`src/rtl/ahb_bus_arbiter.sv`:
```
`default_nettype none
//------------------------------------------------------------------------------
// ahb_bus_arbiter - round-robin AHB grant arbiter with burst/lock protection
// Rev 1.0 - initial release
//------------------------------------------------------------------------------
module ahb_bus_arbiter #(
  parameter int NUM_MASTERS    = 2,
  parameter int DEFAULT_MASTER = 0
) (
  input  logic                   HCLK,
  input  logic                   HRESETn,
  input  logic [NUM_MASTERS-1:0] HBUSREQ,
  input  logic [NUM_MASTERS-1:0] HLOCK,
  input  logic [1:0]             HTRANS,
  input  logic [2:0]             HBURST,
  input  logic                   HREADY,
  output logic [NUM_MASTERS-1:0] HGRANT,
  output logic [3:0]             HMASTER,
  output logic [3:0]             HMASTER_D,
  output logic                   HMASTLOCK
);

  localparam logic [1:0] TRANS_IDLE   = 2'b00;
  localparam logic [1:0] TRANS_NONSEQ = 2'b10;
  localparam logic [1:0] TRANS_SEQ    = 2'b11;

  localparam logic [3:0]             DEF_IDX   = 4'(DEFAULT_MASTER);
  localparam logic [NUM_MASTERS-1:0] ONE       = {{(NUM_MASTERS-1){1'b0}}, 1'b1};
  localparam logic [NUM_MASTERS-1:0] DEF_GRANT = ONE << DEFAULT_MASTER;

  logic [4:0] len_m1;
  logic [4:0] cnt;
  logic [4:0] cnt_load;
  logic [4:0] remaining;
  logic [3:0] gnt_idx;
  logic [3:0] next_idx;
  logic       gnt_lock;
  logic       cur_lock;
  logic       arb_ok;

  always_comb begin
    case (HBURST)
      3'd2, 3'd3: len_m1 = 5'd3;
      3'd4, 3'd5: len_m1 = 5'd7;
      3'd6, 3'd7: len_m1 = 5'd15;
      default:    len_m1 = 5'd0;
    endcase
  end

  // cnt counts the beats left after the one now in the address phase, so the
  // beat following an accepted NONSEQ already has L-2 beats behind it.
  assign cnt_load  = (len_m1 == 5'd0) ? 5'd0 : len_m1 - 5'd1;
  assign remaining = (HTRANS == TRANS_NONSEQ) ? len_m1 : cnt;

  always_comb begin
    gnt_idx  = DEF_IDX;
    gnt_lock = 1'b0;
    cur_lock = 1'b0;
    for (int i = 0; i < NUM_MASTERS; i++) begin
      if (HGRANT[i]) begin
        gnt_idx  = 4'(i);
        gnt_lock = HLOCK[i];
      end
      if (HMASTER == 4'(i)) cur_lock = HLOCK[i];
    end
  end

  // Walk the offsets from farthest to nearest so the nearest requester after
  // the current owner is the one that sticks.
  always_comb begin
    next_idx = DEF_IDX;
    for (int k = NUM_MASTERS; k >= 1; k--) begin
      for (int i = 0; i < NUM_MASTERS; i++) begin
        if (HBUSREQ[i] && ((int'(HMASTER) + k) % NUM_MASTERS) == i) next_idx = 4'(i);
      end
    end
  end

  assign arb_ok = ~(cur_lock | HMASTLOCK) & (remaining <= 5'd1);

  always_ff @(posedge HCLK) begin
    if (!HRESETn) begin
      HGRANT    <= DEF_GRANT;
      HMASTER   <= DEF_IDX;
      HMASTER_D <= DEF_IDX;
      HMASTLOCK <= 1'b0;
      cnt       <= 5'd0;
    end else if (HREADY) begin
      if (arb_ok) HGRANT <= ONE << next_idx;
      HMASTER   <= gnt_idx;
      HMASTER_D <= HMASTER;
      HMASTLOCK <= gnt_lock;
      case (HTRANS)
        TRANS_NONSEQ: cnt <= cnt_load;
        TRANS_SEQ:    if (cnt != 5'd0) cnt <= cnt - 5'd1;
        TRANS_IDLE:   cnt <= 5'd0;
        default:      cnt <= cnt;
      endcase
    end
  end

endmodule
`default_nettype wire
```
`config.mk`:
```
export PLATFORM = sky130hd
export DESIGN_NAME = ahb_bus_arbiter
export DESIGN_NICKNAME = d
export VERILOG_FILES = /design/src/rtl/ahb_bus_arbiter.sv
export SDC_FILE = /design/constraint.sdc
export NUM_CORES = 1
export LEC_CHECK = 0
export ABC_AREA = 1
export CAP_MARGIN = 20
export CORE_MARGIN = 3
export CORE_UTILIZATION = 28
export CTS_BUF_LIST = sky130_fd_sc_hd__clkbuf_16
export DETAILED_ROUTE_END_ITERATION = 8
export PLACE_DENSITY = 0.56
export REMOVE_ABC_BUFFERS = 1
export SYNTH_ARGS = -nofsm -noshare
export SYNTH_HDL_FRONTEND = slang
export SYNTH_SLANG_ARGS = --single-unit
```
`constraint.sdc`:
```
create_clock -name HCLK -period 2.1 [get_ports HCLK]
set_input_delay 0.525 -clock HCLK [delete_from_list [all_inputs] [get_ports HCLK]]
set_output_delay 0.525 -clock HCLK [all_outputs]
set_load 0.05 [all_outputs]
```
==> impl_metrics.env, run 1 <==
export IMPL_startpoint="HGRANT[0]$_SDFFE_PN1P_"
export IMPL_tns_ns=0
export IMPL_synthMuxAreaShare_pct=0
export IMPL_yosys_area_top_type_share_pct=27.3
export IMPL_cts_sinks=10
export IMPL_hold_viol=0
export IMPL_cts_root_buffer="clkbuf_16"
export IMPL_ys_seq_area_share_pct=27.3
export IMPL_pin_count=23
export IMPL_place_hpwl_mm=1.27
export IMPL_worst_setup_path_type="register to output port"
export IMPL_cts_max_level=1
export IMPL_synthFlopType="dfxtp_1"
export IMPL_synth_edf_count=0
export IMPL_drc=0
export IMPL_diodes=0
export IMPL_ys_ff_latch=10
export IMPL_rsz0062_at_grt="false"
export IMPL_arrival_ns=1.40
export IMPL_crit_family="buffers and inverters"
export IMPL_synth_top_family_by_area="simple AND/OR/NAND/NOR gates"
export IMPL_max_stage_delay_ns=0.81
export IMPL_synth_adder_area_share_pct=6.81
export IMPL_fillCellCount=243
export IMPL_startpoint_type="register"
export IMPL_rr_worst_depth=8
export IMPL_cp_buffers_inverters=1
export IMPL_worst_path_stages=1
export IMPL_cts_buffers=3
export IMPL_finalSetupViolCount=0
export IMPL_synth_async_sr_flop_share_pct=0
export IMPL_area_growth_pct=30.5
export IMPL_drt_initial_drc_count=2
export IMPL_synthTopCellsByArea="dfxtp_1, nand2_1, nor2_1"
export IMPL_ant_nets=0
export IMPL_drv_slew=0
export IMPL_grt_max_degree=11
export IMPL_skew_ns=0.00150
export IMPL_cts_setup_buffers=0
export IMPL_worstPathRequired_ns=1.57
export IMPL_die_h_microns=57.2
export IMPL_nets=143
export IMPL_wl_per_cell_microns=9.93
export IMPL_synth_xor_area_share_pct=0
export IMPL_synth_area_sq_um=734
export IMPL_vias_per_cell=4.37
export IMPL_dieArea_sq_um=3270
export IMPL_ys_top_cells_by_count="nand2_1, nor2_1, inv_1"
export IMPL_r2r_slack_ns=0.84
export IMPL_grt_usage_pct=10.1
export IMPL_synth_compound_area_share_pct=9.88
export IMPL_fp_row_count=17
export IMPL_yosys_area_share_simple_pct=41.6
export IMPL_finalCritPeriodShare_pct=91.6
export IMPL_relSlewSlack_pct=66.5
export IMPL_min_path_cells=2
export IMPL_drive_above_1_share_pct=16.8
export IMPL_synth_warnings=0
export IMPL_reg2reg_from="cnt[0]$_SDFFE_PN0P_"
export IMPL_worst_path_max_fanout=3
export IMPL_coreArea_sq_um=2340
export IMPL_critPathSlowestCell="clkdlybuf4s50_1"
export IMPL_synthCells=109
export IMPL_fmax_ghz=0.520
export IMPL_outcome="finished clean"
export IMPL_final_cell_area_sq_um=958
export IMPL_port_buffers=15
export IMPL_start_util_pct=31.4
export IMPL_vias=668
export IMPL_layout_min_cycle_time_ns=1.92
export IMPL_post_cts_resized=0
export IMPL_maxCapViolCount=0
export IMPL_cts_tree="yes"
export IMPL_tightestPinTransition_ns=0.501
export IMPL_powerDensity_nw_per_um2=781
export IMPL_placedInstanceArea_sq_um=883
export IMPL_grt_pass1_vias=624
export IMPL_crit_chain="clkdlybuf4s50_1"
export IMPL_r2r_end="cnt[2]$_SDFFE_PN0P_"
export IMPL_p_leak_nw=0.457
export IMPL_cts_reportedPaths_clkPinSlew_ns=0.04
export IMPL_peakVddDrop_v=0.000744
export IMPL_setup_worst_path_end_class="output port"
export IMPL_yosysUniqueCellTypes=22
export IMPL_antenna_found_initial=0
export IMPL_hold_buffers=0
export IMPL_clock_path_buffers=2
export IMPL_hp_class="register to register"
export IMPL_drt_pass1_iterations=4
export IMPL_synth_top_cell_by_area="dfxtp_1"
export IMPL_grt_first_pass_wirelength_mm=2.59
export IMPL_wl_mm=1.52
export IMPL_cp_endpoint="HGRANT[0]"
export IMPL_gp_congestion=0.799
export IMPL_grt_overflow_total=0
export IMPL_postSynthAreaPerCell_sq_um=6.74
export IMPL_clock_latency_ns=0.23
export IMPL_dieWidth_microns=57.2
-- routing by layer --
| layer | global-route usage, % | part of all wire (%) | vias to the layer above |
|---|---|---|---|
| li1 | - | - | 362 |
| met1 | 12.3 | 49 | 293 |
| met2 | 16.2 | 46 | 11 |
| met3 | 4.75 | 3.8 | 2 |
| met4 | 1.99 | 1.3 | 0 |
| met5 | 0 | 0 | - |
-- logic make-up (layout without fill, tap and decap cells) --
group / after synthesis / in the layout
DFF: 10 / 10
AOI/OAI and AO/OA: 11 / 11
other: 1 / 6
buffers and inverters: 21 / 32
adders and majority gates: 4 / 4
and+or+nand+nor: 62 / 62
-- cell type report --
type	instances	area (sq um)	share of cell area (%)
inverters	14	52.6	5.48
repair buffers	15	145	15.1
multi-input cells	83	450	47.0
flip-flops and latches	10	200	20.9
clock buffers	3	75.1	7.83
well taps	28	35.0	3.66
-- registers in the layout, indices dropped and copies added, names as in the netlist --
| name | count |
|---|---|
| HGRANT | 2 |
| HMASTER | 1 |
| HMASTER_D | 1 |
| HMASTLOCK | 1 |
| cnt | 5 |
-- how the worst min path moves through the flow --
| stage | endpoint | startpoint |
|---|---|---|
| after global routing | HGRANT[0]$_SDFFE_PN1P_ | HGRANT[0]$_SDFFE_PN1P_ |
| after CTS | HGRANT[0]$_SDFFE_PN1P_ | HGRANT[0]$_SDFFE_PN1P_ |
| final | HGRANT[0]$_SDFFE_PN1P_ | HGRANT[0]$_SDFFE_PN1P_ |
| after floorplan | cnt[0]$_SDFFE_PN0P_ | cnt[0]$_SDFFE_PN0P_ |
| after global placement | HGRANT[0]$_SDFFE_PN1P_ | HGRANT[0]$_SDFFE_PN1P_ |
| after detailed placement | HGRANT[0]$_SDFFE_PN1P_ | HGRANT[0]$_SDFFE_PN1P_ |
-- tightest hold or removal path: cells and delay by family (launching register included) --
kind	cells	cell delay (ns)
flops	1	0.32
simple gates	2	0.12
-- power by group --
| part | internal, W | switching [W] | total, W |
|---|---|---|---|
| Sequential | 0.000206 | 0.0000154 | 0.000221 |
| Combinational | 0.0000726 | 0.000128 | 0.000201 |
| Clock | 0.000246 | 0.0000805 | 0.000327 |
| Total | 0.000525 | 0.000224 | 0.000749 |
-- stage by stage --
| stage | hold WS (ns) | cells | utilization [%] | setup WS (ns) | power (W) |
|---|---|---|---|---|---|
| finish | 0.494 | 153 | 41.0 | 0.177 | 0.000749 |
| global route | 0.527 | 153 | 41.0 | 0.139 | 0.000790 |
| CTS | 0.496 | 153 | 41.0 | 0.164 | 0.000756 |
| detailed placement | 0.490 | 150 | 37.8 | 0.0592 | 0.000426 |
| global placement | 0.487 | 150 | 37.8 | 0.0951 | 0.000423 |
| floorplan | 0.475 | 107 | - | 0.725 | 0.000370 |
-- placed cells by master, fill, tap and decap left out, drive strengths merged --
cell and instances:
a21boi 1, a21oi 5, buf 2, clkbuf 3, clkdlybuf4s50 13, conb 6
dfxtp 10, ha 4, inv 14, nand2 24, nand3 9, nand3b 2
nand4 1, nor2 26, o21ai 5
Note: power is estimated with default switching activity, not from simulation.
==> run 2, diff against run 1 <==
--- a/config.mk
+++ b/config.mk
@@ -11,8 +11,10 @@
 export CORE_UTILIZATION = 28
 export CTS_BUF_LIST = sky130_fd_sc_hd__clkbuf_16
 export DETAILED_ROUTE_END_ITERATION = 8
+export GPL_TIMING_DRIVEN = 1
 export PLACE_DENSITY = 0.56
 export REMOVE_ABC_BUFFERS = 1
+export SETUP_SLACK_MARGIN = 0.02
 export SYNTH_ARGS = -nofsm -noshare
 export SYNTH_HDL_FRONTEND = slang
 export SYNTH_SLANG_ARGS = --single-unit
==> results of run 2 <==
No change in the layout: final DEF, timing and power equal those of run 1.
